[src/rtl/fwd_hazard_ctrl_if.sv]
// ID-stage decode and pipeline-control bundle between the core datapath and fwd_hazard_ctrl.
// The datapath side uses the master modport; the controller uses slave.
interface fwd_hazard_ctrl_if #(
  parameter int unsigned REG_AW = 5,
  parameter int unsigned CNT_W  = 32
);
  logic              id_valid_i;
  logic [REG_AW-1:0] id_rs_i;
  logic [REG_AW-1:0] id_rt_i;
  logic              id_uses_rt_i;
  logic [REG_AW-1:0] id_rd_i;
  logic              id_regwrite_i;
  logic              id_memread_i;
  logic              branch_flush_i;
  logic              mem_stall_i;

  logic [1:0]        forwardA_o;
  logic [1:0]        forwardB_o;
  logic              pc_write_o;
  logic              ifid_write_o;
  logic              idex_bubble_o;
  logic [CNT_W-1:0]  load_use_cnt_o;
  logic [CNT_W-1:0]  mem_stall_cnt_o;

  modport master (
    output id_valid_i, id_rs_i, id_rt_i, id_uses_rt_i, id_rd_i, id_regwrite_i, id_memread_i,
    output branch_flush_i, mem_stall_i,
    input  forwardA_o, forwardB_o, pc_write_o, ifid_write_o, idex_bubble_o,
    input  load_use_cnt_o, mem_stall_cnt_o
  );

  modport slave (
    input  id_valid_i, id_rs_i, id_rt_i, id_uses_rt_i, id_rd_i, id_regwrite_i, id_memread_i,
    input  branch_flush_i, mem_stall_i,
    output forwardA_o, forwardB_o, pc_write_o, ifid_write_o, idex_bubble_o,
    output load_use_cnt_o, mem_stall_cnt_o
  );
endinterface

[src/rtl/fwd_hazard_ctrl.sv]
// Forwarding-select and load-use hazard controller for the 5-stage core.
// Shadows the EX/MEM/WB destination registers and drives stall, bubble and counter outputs.
module fwd_hazard_ctrl #(
  parameter int unsigned REG_AW = 5,
  parameter int unsigned CNT_W  = 32
) (
  input  logic               clk_i,
  input  logic               rst_i,
  fwd_hazard_ctrl_if.slave   io_bus
);

  localparam logic [CNT_W-1:0] CntOne = CNT_W'(1);

  logic              r_ex_v;
  logic [REG_AW-1:0] r_ex_rs;
  logic [REG_AW-1:0] r_ex_rt;
  logic [REG_AW-1:0] r_ex_rd;
  logic              r_ex_rw;
  logic              r_ex_mr;
  logic              r_mem_v;
  logic [REG_AW-1:0] r_mem_rd;
  logic              r_mem_rw;
  logic              r_mem_mr;
  logic              r_wb_v;
  logic [REG_AW-1:0] r_wb_rd;
  logic              r_wb_rw;
  logic [CNT_W-1:0]  r_lu_cnt;
  logic [CNT_W-1:0]  r_ms_cnt;

  logic              w_ex_wr;
  logic              w_mem_wr;
  logic              w_wb_wr;
  logic              w_load_use;
  logic              w_stall;
  logic [1:0]        w_fwd_a;
  logic [1:0]        w_fwd_b;
  logic              w_pc_write;
  logic              w_ifid_write;
  logic              w_bubble;

  // r0 is hardwired, so a slot targeting it never produces a value worth forwarding.
  assign w_ex_wr  = r_ex_v  && r_ex_rw  && (r_ex_rd  != '0);
  assign w_mem_wr = r_mem_v && r_mem_rw && (r_mem_rd != '0);
  assign w_wb_wr  = r_wb_v  && r_wb_rw  && (r_wb_rd  != '0);
  assign w_stall  = io_bus.mem_stall_i;

  assign w_load_use = io_bus.id_valid_i && w_ex_wr && r_ex_mr && !io_bus.branch_flush_i &&
                      ((r_ex_rd == io_bus.id_rs_i) ||
                       (io_bus.id_uses_rt_i && (r_ex_rd == io_bus.id_rt_i)));

  // A load in MEM has no data yet, so only non-load MEM results are bypassed.
  always_comb begin
    w_fwd_a = 2'b00;
    w_fwd_b = 2'b00;
    if (r_ex_v) begin
      if (w_mem_wr && !r_mem_mr && (r_mem_rd == r_ex_rs)) begin
        w_fwd_a = 2'b10;
      end else if (w_wb_wr && (r_wb_rd == r_ex_rs)) begin
        w_fwd_a = 2'b01;
      end
      if (w_mem_wr && !r_mem_mr && (r_mem_rd == r_ex_rt)) begin
        w_fwd_b = 2'b10;
      end else if (w_wb_wr && (r_wb_rd == r_ex_rt)) begin
        w_fwd_b = 2'b01;
      end
    end
  end

  always_comb begin
    w_pc_write   = 1'b1;
    w_ifid_write = 1'b1;
    w_bubble     = io_bus.branch_flush_i;
    if (rst_i) begin
      w_pc_write   = 1'b0;
      w_ifid_write = 1'b0;
      w_bubble     = 1'b1;
    end else if (w_stall) begin
      w_pc_write   = 1'b0;
      w_ifid_write = 1'b0;
      w_bubble     = 1'b0;
    end else if (w_load_use) begin
      w_pc_write   = 1'b0;
      w_ifid_write = 1'b0;
      w_bubble     = 1'b1;
    end
  end

  assign io_bus.forwardA_o      = rst_i ? 2'b00 : w_fwd_a;
  assign io_bus.forwardB_o      = rst_i ? 2'b00 : w_fwd_b;
  assign io_bus.pc_write_o      = w_pc_write;
  assign io_bus.ifid_write_o    = w_ifid_write;
  assign io_bus.idex_bubble_o   = w_bubble;
  assign io_bus.load_use_cnt_o  = r_lu_cnt;
  assign io_bus.mem_stall_cnt_o = r_ms_cnt;

  always_ff @(posedge clk_i) begin
    if (rst_i) begin
      r_ex_v   <= 1'b0;
      r_ex_rs  <= '0;
      r_ex_rt  <= '0;
      r_ex_rd  <= '0;
      r_ex_rw  <= 1'b0;
      r_ex_mr  <= 1'b0;
      r_mem_v  <= 1'b0;
      r_mem_rd <= '0;
      r_mem_rw <= 1'b0;
      r_mem_mr <= 1'b0;
      r_wb_v   <= 1'b0;
      r_wb_rd  <= '0;
      r_wb_rw  <= 1'b0;
    end else if (!w_stall) begin
      r_wb_v   <= r_mem_v;
      r_wb_rd  <= r_mem_rd;
      r_wb_rw  <= r_mem_rw;
      r_mem_v  <= r_ex_v;
      r_mem_rd <= r_ex_rd;
      r_mem_rw <= r_ex_rw;
      r_mem_mr <= r_ex_mr;
      r_ex_v   <= io_bus.id_valid_i && !w_load_use && !io_bus.branch_flush_i;
      r_ex_rs  <= io_bus.id_rs_i;
      r_ex_rt  <= io_bus.id_rt_i;
      r_ex_rd  <= io_bus.id_rd_i;
      r_ex_rw  <= io_bus.id_regwrite_i;
      r_ex_mr  <= io_bus.id_memread_i;
    end
  end

  // Counters stick at all-ones rather than wrapping.
  always_ff @(posedge clk_i) begin
    if (rst_i) begin
      r_lu_cnt <= '0;
      r_ms_cnt <= '0;
    end else begin
      if (!w_stall && w_load_use && (r_lu_cnt != '1)) begin
        r_lu_cnt <= r_lu_cnt + CntOne;
      end
      if (w_stall && (r_ms_cnt != '1)) begin
        r_ms_cnt <= r_ms_cnt + CntOne;
      end
    end
  end

endmodule

[src/flat_wrapper.sv]
// flat-port wrapper written by rule: the top's interface ports become plain ports
module fwd_hazard_ctrl_flat 
#(
  parameter int unsigned REG_AW = 5,
  parameter int unsigned CNT_W  = 32
)
  (clk_i, rst_i, io_bus_id_valid_i, io_bus_id_rs_i, io_bus_id_rt_i, io_bus_id_uses_rt_i, io_bus_id_rd_i, io_bus_id_regwrite_i, io_bus_id_memread_i, io_bus_branch_flush_i, io_bus_mem_stall_i, io_bus_forwardA_o, io_bus_forwardB_o, io_bus_pc_write_o, io_bus_ifid_write_o, io_bus_idex_bubble_o, io_bus_load_use_cnt_o, io_bus_mem_stall_cnt_o);
  fwd_hazard_ctrl_if #(.REG_AW(REG_AW), .CNT_W(CNT_W)) io_bus_i ();
  input  logic clk_i;
  input  logic rst_i;
  input wire logic [$bits(io_bus_i.id_valid_i)-1:0] io_bus_id_valid_i;
  input wire logic [$bits(io_bus_i.id_rs_i)-1:0] io_bus_id_rs_i;
  input wire logic [$bits(io_bus_i.id_rt_i)-1:0] io_bus_id_rt_i;
  input wire logic [$bits(io_bus_i.id_uses_rt_i)-1:0] io_bus_id_uses_rt_i;
  input wire logic [$bits(io_bus_i.id_rd_i)-1:0] io_bus_id_rd_i;
  input wire logic [$bits(io_bus_i.id_regwrite_i)-1:0] io_bus_id_regwrite_i;
  input wire logic [$bits(io_bus_i.id_memread_i)-1:0] io_bus_id_memread_i;
  input wire logic [$bits(io_bus_i.branch_flush_i)-1:0] io_bus_branch_flush_i;
  input wire logic [$bits(io_bus_i.mem_stall_i)-1:0] io_bus_mem_stall_i;
  output wire logic [$bits(io_bus_i.forwardA_o)-1:0] io_bus_forwardA_o;
  output wire logic [$bits(io_bus_i.forwardB_o)-1:0] io_bus_forwardB_o;
  output wire logic [$bits(io_bus_i.pc_write_o)-1:0] io_bus_pc_write_o;
  output wire logic [$bits(io_bus_i.ifid_write_o)-1:0] io_bus_ifid_write_o;
  output wire logic [$bits(io_bus_i.idex_bubble_o)-1:0] io_bus_idex_bubble_o;
  output wire logic [$bits(io_bus_i.load_use_cnt_o)-1:0] io_bus_load_use_cnt_o;
  output wire logic [$bits(io_bus_i.mem_stall_cnt_o)-1:0] io_bus_mem_stall_cnt_o;
  assign io_bus_i.id_valid_i = io_bus_id_valid_i;
  assign io_bus_i.id_rs_i = io_bus_id_rs_i;
  assign io_bus_i.id_rt_i = io_bus_id_rt_i;
  assign io_bus_i.id_uses_rt_i = io_bus_id_uses_rt_i;
  assign io_bus_i.id_rd_i = io_bus_id_rd_i;
  assign io_bus_i.id_regwrite_i = io_bus_id_regwrite_i;
  assign io_bus_i.id_memread_i = io_bus_id_memread_i;
  assign io_bus_i.branch_flush_i = io_bus_branch_flush_i;
  assign io_bus_i.mem_stall_i = io_bus_mem_stall_i;
  assign io_bus_forwardA_o = io_bus_i.forwardA_o;
  assign io_bus_forwardB_o = io_bus_i.forwardB_o;
  assign io_bus_pc_write_o = io_bus_i.pc_write_o;
  assign io_bus_ifid_write_o = io_bus_i.ifid_write_o;
  assign io_bus_idex_bubble_o = io_bus_i.idex_bubble_o;
  assign io_bus_load_use_cnt_o = io_bus_i.load_use_cnt_o;
  assign io_bus_mem_stall_cnt_o = io_bus_i.mem_stall_cnt_o;
  fwd_hazard_ctrl #(.REG_AW(REG_AW), .CNT_W(CNT_W)) u_core (.clk_i(clk_i), .rst_i(rst_i), .io_bus(io_bus_i));
endmodule
[config.mk]
export PLATFORM = sky130hd
export DESIGN_NAME = fwd_hazard_ctrl_flat
export DESIGN_NICKNAME = d
export VERILOG_FILES = /design/src/rtl/fwd_hazard_ctrl_if.sv /design/src/rtl/fwd_hazard_ctrl.sv /design/src/flat_wrapper.sv
export SDC_FILE = /design/constraint.sdc
export NUM_CORES = 1
export LEC_CHECK = 0
export ABC_CLOCK_PERIOD_IN_PS = 2100
export BUFFER_PORTS_ARGS = -buffer_cell sky130_fd_sc_hd__buf_2
export CELL_PAD_IN_SITES_DETAIL_PLACEMENT = 1
export CELL_PAD_IN_SITES_GLOBAL_PLACEMENT = 2
export CORE_MARGIN = 2
export CORE_UTILIZATION = 30
export CTS_CLUSTER_SIZE = 8
export DETAILED_ROUTE_END_ITERATION = 8
export PLACE_DENSITY_LB_ADDON = 0.1
export SKIP_LAST_GASP = 1
export SYNTH_ARGS = -nofsm -noshare
export SYNTH_HDL_FRONTEND = slang
export SYNTH_SLANG_ARGS = --single-unit
[constraint.sdc]
create_clock -name clk_i -period 2.1 [get_ports clk_i]
set_input_delay 0.42 -clock clk_i [delete_from_list [all_inputs] [get_ports clk_i]]
set_output_delay 0.42 -clock clk_i [all_outputs]
set_load 0.02 [all_outputs]
==> flow_metrics.py, run 1 <==
metrics = {
    "floorplan": {
        "ios": 94,
        "die_area_sq_mm": 0.0170,
        "core-area_sq_mm": 0.0157,
        "fp.dieW_um": 130,
        "rows": 46,
        "start_util_pct": 30.5,
        "die_h_um": 130,
    },
    "clock_tree": {
        "cts-root-buf": "clkbuf_16",
        "cts_tree": "built",
        "cts_max_path_buffers": 2,
        "cts_sinks": 97,
        "htreeDepth": 3,
        "path_clk_slew_ps": 70,
        "numCtsBuffers": 9,
        "ctsHoldBuffers": 0,
        "clk-insertion-delay-late_ps": 340,
    },
    "logic_synthesis": {
        "avgSynthCellArea_sq_um": 8.64,
        "synth-seq-cells": 97,
        "synth-edff-count": 0,
        "ys_types": 50,
        "yosys_most_used_dff": "dfxtp_1",
        "synth_nets": 579,
        "yosysWarnings": 0,
        "seq_area_frac_synth_pct": 40.6,
        "synthCells": 554,
        "synth-async-reset-ratio_pct": 0,
        "netlist_area_sq_mm": 0.00479,
    },
    "finish": {
        "antenna_cells": 0,
        "final_core_util_pct": 45.9,
        "area_growth_pct": 50.8,
        "stdcell_count": 972,
        "layout.nets": 778,
        "fillers": 1829,
        "multiInputGateArea_sq_mm": 0.00321,
        "seq_area_sq_mm": 0.00197,
        "layout-drive-gt1-share_pct": 42.6,
    },
    "place": {
        "io_buffers": 93,
        "hpwl_um": 11200,
        "dpl.cell_count": 937,
        "gp_congestion": 0.796,
    },
    "pwr": {
        "comb_power_share_pct": 8.1,
        "p_sw_share_pct": 23.9,
        "power_leakage_nw": 3.01,
        "power.share.clock_pct": 42.6,
        "p_switching_mw": 0.922,
        "power_density_mw_per_mm2": 536,
        "p_int_mw": 2.94,
        "pwr-share-seq_pct": 49.3,
        "power_mw": 3.87,
        "ir_drop_v": 0.000396,
    },
    "global_routing": {
        "grt_antenna_before_repair": 0,
        "first_global_vias": 4978,
        "grt_max_degree": 60,
        "grt_overflow_total": 0,
        "grt_pass1_wl_um": 25200,
        "grt_usage_pct": 18.7,
    },
    "critical_path": {
        "max_stage_delay_ps": 560,
        "crit_path_end_kind": "output port",
        "setup.worst_path.class": "reg2out",
        "crit_fanout": 3,
        "slowest_stage": "or4_4",
        "ff2ff_path_depth": 13,
        "arrival_ps": 1970,
        "start_kind": "flop",
        "cp_cell_sequence": "buf_6, xor2_1, or4_4, nor4_4, buf_4",
        "r2r_slack_ps": -170,
        "required_ps": 1680,
    },
    "route": {
        "vias": 4805,
        "drcViolationCount": 0,
        "routed_wl_um": 15600,
        "ant_nets": 0,
        "viasPerCell": 4.94,
        "dr.pass1.iters": 4,
        "drt_first_iter_violations": 134,
        "wl_per_cell_um": 16.0,
    },
    "status": {
        "violations": "negative setup slack",
        "status": "complete, but fails checks",
    },
    "run": {
        "drv_cap": 0,
    },
    "timing": {
        "clock_skew_ps": 6.55,
        "tightestPinTransition_ps": 676,
        "worst_slack_ps": -285,
        "fmax_mhz": 419,
        "slew_violations": 0,
        "finalSetupViolCount": 25,
        "maxSlewHeadroom_pct": 54.9,
        "rsz0062_at_grt": "yes",
        "period_needed_ps": 2390,
        "hold_viol_final": 0,
        "fin_crit_sh_pct": 114,
    },
    "hold_path": {
        "hold-path-cell-count": 3,
        "hold_class": "in2reg",
    },
}
[registers in the layout (all words and copies together) (netlist names)]
register and cells:
u_core.io_bus.mem_stall_cnt_o 32, u_core.r_wb_v 1, u_core.r_wb_rw 1, u_core.r_mem_mr 1
u_core.r_mem_rd 5, u_core.r_ex_rs 5, u_core.r_ex_mr 1, u_core.r_ex_rw 1
u_core.r_wb_rd 5, u_core.r_mem_rw 1, u_core.r_ex_v 1, u_core.io_bus.load_use_cnt_o 32
u_core.r_ex_rd 5, u_core.r_ex_rt 5, u_core.r_mem_v 1
[stage by stage]
step                hold slack, ps  setup TNS [ps]  cell area (sq um)  setup slack, ps
global route                   322           -5470               7220             -400
finish                         309           -2980               7220             -285
CTS                            300           -3700               6930             -352
global placement               477           -2380               6190             -216
floorplan                      464           -23.4               4840            -23.4
detailed placement             495           -3750               6190             -215
[synthesized netlist by cell type (4+ instances only)]
| master | instances | area, sq um |
|---|---|---|
| mux2i_1 | 33 | 330 |
| nand2_1 | 34 | 128 |
| a21oi_1 | 28 | 140 |
| and4_1 | 4 | 35.0 |
| nand3_1 | 34 | 170 |
| inv_1 | 7 | 26.3 |
| or4_1 | 11 | 82.6 |
| o21ai_0 | 20 | 100 |
| and3_1 | 4 | 25.0 |
| nor2_1 | 85 | 319 |
| dfxtp_1 | 97 | 1940 |
| xor2_1 | 31 | 272 |
| mux2_2 | 9 | 101 |
| nand4_1 | 21 | 131 |
| clkbuf_1 | 11 | 41.3 |
| xnor2_1 | 24 | 210 |
| buf_2 | 5 | 25.0 |
| o31ai_1 | 6 | 45.0 |
| nor2b_1 | 9 | 56.3 |
| nor3_1 | 14 | 70.1 |
| nor4_1 | 10 | 62.6 |
| or3_1 | 19 | 119 |
[power groups by stage]
stage                     clock (mW)  combinational (mW)  sequential [mW]
after global routing            1.78               0.345             1.91
after detailed placement           0               0.273             1.95
after global placement             0               0.264             1.95
after CTS                       1.70               0.314             1.91
after floorplan                    0               0.168             1.95
final                           1.65               0.315             1.91
[path summary, 6_finish.rpt]
path / to / start
max: io_bus_forwardA_o[0] / u_core.r_wb_rd[3]
min: u_core.r_ex_rd[2] / io_bus_id_rd_i[2]
max reg2reg: u_core.io_bus.load_use_cnt_o[30] / u_core.r_ex_rd[0]
min reg2reg: u_core.r_wb_rw / u_core.r_wb_rw
[per-layer routing]
layer  vias up  wire length [um]  GRT usage, %
li1       2362                 -             -
met1      2343              7000          23.1
met2        81              7840          33.0
met3        19               454          2.75
met4         0               295          7.02
met5         -                 0             0
[placed cells by master, fill, tap and decap left out, types with 4 or more instances in the layout]
| master | synthesis | layout |
|---|---|---|
| buf_4 | 2 | 107 |
| buf_2 | 5 | 86 |
| dfxtp_1 | 97 | 83 |
| nor2_1 | 85 | 77 |
| mux2i_1 | 33 | 33 |
| xor2_1 | 31 | 31 |
| nand2_1 | 34 | 30 |
| nand3_1 | 34 | 29 |
| xnor2_1 | 24 | 23 |
| nand4_1 | 21 | 21 |
| o21ai_0 | 20 | 20 |
| a21oi_1 | 28 | 19 |
| or3_1 | 19 | 16 |
| buf_6 | 1 | 16 |
| a21oi_2 | 0 | 9 |
| clkbuf_16 | 0 | 9 |
| dfxtp_2 | 0 | 9 |
| or4_4 | 1 | 8 |
| nor4_4 | 1 | 8 |
| nor2b_1 | 9 | 8 |
| nor3_1 | 14 | 7 |
| inv_1 | 7 | 7 |
| mux2_4 | 0 | 6 |
| nor2_4 | 0 | 5 |
| nor3_2 | 0 | 5 |
| dfxtp_4 | 0 | 5 |
| and4_1 | 4 | 4 |
| and3_1 | 4 | 4 |
| or4_1 | 11 | 4 |
| clkbuf_8 | 1 | 4 |
[worst max-delay path, delay by kind of cell (launching register included)]
kind | cells | cell delay [ps]
and+or+nand+nor | 2 | 840
buffers and inverters | 2 | 290
DFF | 1 | 330
xor gates and xnor gates | 1 | 160
[area by class of cell]
class,count,area share (%)
Clock buffer,13,3.88
Sequential cell,97,27.3
Timing Repair Buffer,211,20.1
Multi-Input combinational cell,427,44.5
Tap cell,216,3.74
Clock inverter,1,0.121
Inverter,7,0.364
[logic make-up (layout without fill, tap and decap cells)]
| logic type | Yosys count | count (layout) | synth area share (%) |
|---|---|---|---|
| AO/OA/AOI/OAI | 69 | 69 | 8.89 |
| adder cells (fa/ha/maj) | 2 | 2 | 0.523 |
| XOR/XNOR | 55 | 55 | 10.1 |
| flip-flops | 97 | 97 | 40.6 |
| AND/OR/NAND/NOR | 259 | 259 | 27.9 |
| multiplexers | 42 | 42 | 9.02 |
| buffers and inverters | 30 | 232 | 3.01 |
[what timing repair did]
action,CTS,global route
cloned,1,0
hold endpoints to repair,0,0
pin swaps,23,29
gates resized for setup,77,57
buffers inserted,14,7
setup endpoints to repair,31,47
Power figures use the tool's default switching activity.
==> run 2: changes to the inputs <==
--- a/config.mk
+++ b/config.mk
@@ -7,13 +7,10 @@
 export LEC_CHECK = 0
 export ABC_CLOCK_PERIOD_IN_PS = 2100
 export BUFFER_PORTS_ARGS = -buffer_cell sky130_fd_sc_hd__buf_2
-export CELL_PAD_IN_SITES_DETAIL_PLACEMENT = 1
-export CELL_PAD_IN_SITES_GLOBAL_PLACEMENT = 2
-export CORE_MARGIN = 2
-export CORE_UTILIZATION = 30
+export CORE_UTILIZATION = 37
 export CTS_CLUSTER_SIZE = 8
 export DETAILED_ROUTE_END_ITERATION = 8
-export PLACE_DENSITY_LB_ADDON = 0.1
+export PLACE_DENSITY = 0.68
 export SKIP_LAST_GASP = 1
 export SYNTH_ARGS = -nofsm -noshare
 export SYNTH_HDL_FRONTEND = slang
==> run 2 against run 1 <==
Compared with the run above: largest cell class unchanged; clock power barely moved; combinational power fell by 7.6%; sequential share of layout area rose by 2.1 points; total power rose by 0.12%; the run still ends with negative setup slack left; hold slack got worse by 10 ps; clock-buffer cell count fell by 2; core utilization rose by 7.1 points; routed wire length fell by 15%; critical path type unchanged; largest power group unchanged; critical endpoint is now io_bus_idex_bubble_o.
==> flow_metrics.py, run 2 (same netlist as run 1, synthesis figures left out) <==
metrics = {
    "global_routing": {
        "grt_max_degree": 56,
        "grt_usage_pct": 19.3,
        "grt_pass1_wl_um": 20400,
        "grt_antenna_before_repair": 0,
        "grt_overflow_total": 0,
        "first_global_vias": 4290,
    },
    "finish": {
        "layout.nets": 748,
        "fin_area_sq_mm": 0.00670,
        "antenna_cells": 0,
        "layout_common_cells": "86 x buf_2, 85 x buf_4, 84 x dfxtp_1",
        "layout-drive-gt1-share_pct": 36.3,
        "area_growth_pct": 39.9,
        "final_core_util_pct": 53.1,
        "final_common_cell": "buf_2",
    },
    "place": {
        "hpwl_um": 9300,
        "gp_congestion": 0.907,
        "place_area_sq_mm": 0.00599,
        "place_ws_ps": -257,
        "io_buffers": 93,
    },
    "pwr": {
        "p_int_mw": 2.94,
        "power_density_mw_per_mm2": 578,
        "p_sw_share_pct": 24.1,
        "power.share.clock_pct": 43.3,
        "comb_power_share_pct": 7.5,
        "power_mw": 3.87,
        "power_leakage_nw": 2.80,
        "pwr-share-seq_pct": 49.2,
        "p_switching_mw": 0.933,
        "ir_drop_v": 0.000351,
    },
    "timing": {
        "worst_slack_ps": -309,
        "hold_viol_final": 0,
        "holdWs_ps": 299,
        "maxSlewHeadroom_pct": 59.6,
        "slew_violations": 0,
        "fin_crit_sh_pct": 115,
        "rsz0062_at_grt": "yes",
        "clock_skew_ps": 8.52,
        "tightestPinTransition_ps": 601,
        "finalSetupViolCount": 26,
        "fmax_mhz": 415,
        "period_needed_ps": 2410,
    },
    "run": {
        "drv_cap": 0,
    },
    "route": {
        "drt_first_iter_violations": 283,
        "routed_wl_um": 13200,
        "viasPerCell": 5.27,
        "dr.pass1.iters": 4,
        "drcViolationCount": 0,
        "vias": 4741,
        "ant_nets": 0,
        "wl_per_cell_um": 14.7,
    },
    "floorplan": {
        "die_h_um": 116,
        "rows": 41,
        "start_util_pct": 37.9,
        "ios": 94,
        "die_area_sq_mm": 0.0134,
        "fp.dieW_um": 116,
        "core-area_sq_mm": 0.0126,
    },
    "critical_path": {
        "slowest_stage": "dfxtp_2",
        "critPathTopFamily": "buffers and inverters",
        "start_kind": "flop",
        "arrival_ps": 1990,
        "setup.worst_path.class": "reg2out",
        "crit_fanout": 5,
        "crit_path_end_kind": "output port",
        "cpMostUsedCell": "buf_4",
        "required_ps": 1680,
        "critical_path_buf_inv_count": 3,
        "cp_cell_sequence": "buf_4, xnor2_1, nand2_1, o22ai_2, buf_4, nor2b_4, nor2_1, o21bai_1, buf_4",
        "max_stage_delay_ps": 390,
    },
    "clock_tree": {
        "path_clk_slew_ps": 70,
        "cts_tree": "built",
        "cts-root-buf": "clkbuf_16",
        "cts_sinks": 97,
        "numCtsBuffers": 9,
        "ctsHoldBuffers": 0,
        "clk-insertion-delay-late_ps": 350,
        "cts_max_path_buffers": 2,
        "htreeDepth": 3,
    },
    "status": {
        "violations": "negative setup slack",
        "status": "complete, but fails checks",
    },
    "hold_path": {
        "hold_class": "in2reg",
    },
}
## run 2: path summary, 6_finish.rpt
check | start | to | slack (ps) | cells after the start
max reg2reg | u_core.r_ex_v | u_core.io_bus.load_use_cnt_o[23] | -130 | 11
min | io_bus_id_rd_i[1] | u_core.r_ex_rd[1] | 300 | 3
max | u_core.r_ex_rd[1] | io_bus_idex_bubble_o | -310 | 9
min reg2reg | u_core.r_wb_v | u_core.r_wb_v | 510 | 2
## run 2: metrics by stage
| stage | std cells | TNS, ps |
|---|---|---|
| after floorplan | 554 | -23.4 |
| after global placement | 874 | -2490 |
| after detailed placement | 874 | -3620 |
| after CTS | 894 | -1540 |
| after global routing | 900 | -5610 |
| final | 900 | -2800 |
## run 2: layer usage
layer  global-route usage (%)  part of all wire (%)  wire length (um)
met2                     33.6                    49              6440
met5                        0                     0                 0
met4                     8.12                   2.1               276
met3                     3.24                   3.9               511
met1                     23.6                    45              5970
## run 2: worst min-delay path: stages
cell,delay (ps)
buf_2,80
mux2i_1,50
nor2_1,70
## run 2: layout make-up
| type | count | area (sq um) |
|---|---|---|
| Fill cell | 1176 | 5920 |
| Multi-Input combinational cell | 427 | 2980 |
| Sequential cell | 97 | 1970 |
| Timing Repair Buffer | 181 | 1210 |
| Clock buffer | 11 | 233 |
| Tap cell | 172 | 215 |
| Clock inverter | 5 | 63.8 |
| Inverter | 7 | 26.3 |
## run 2: repair_timing
action,CTS,global route
cloned,0,1
resized for setup,28,50
setup endpoints to repair,28,40
pin swaps,5,27
setup buffers,4,5
## run 2: power by group through the flow
stage | Clock [mW] | Combinational [mW] | Sequential [mW]
5_1_grt | 1.81 | 0.317 | 1.91
3_3_place_gp | 0 | 0.260 | 1.94
3_5_place_dp | 0 | 0.268 | 1.95
2_1_floorplan | 0 | 0.168 | 1.95
4_1_cts | 1.71 | 0.278 | 1.90
6_report | 1.68 | 0.291 | 1.90
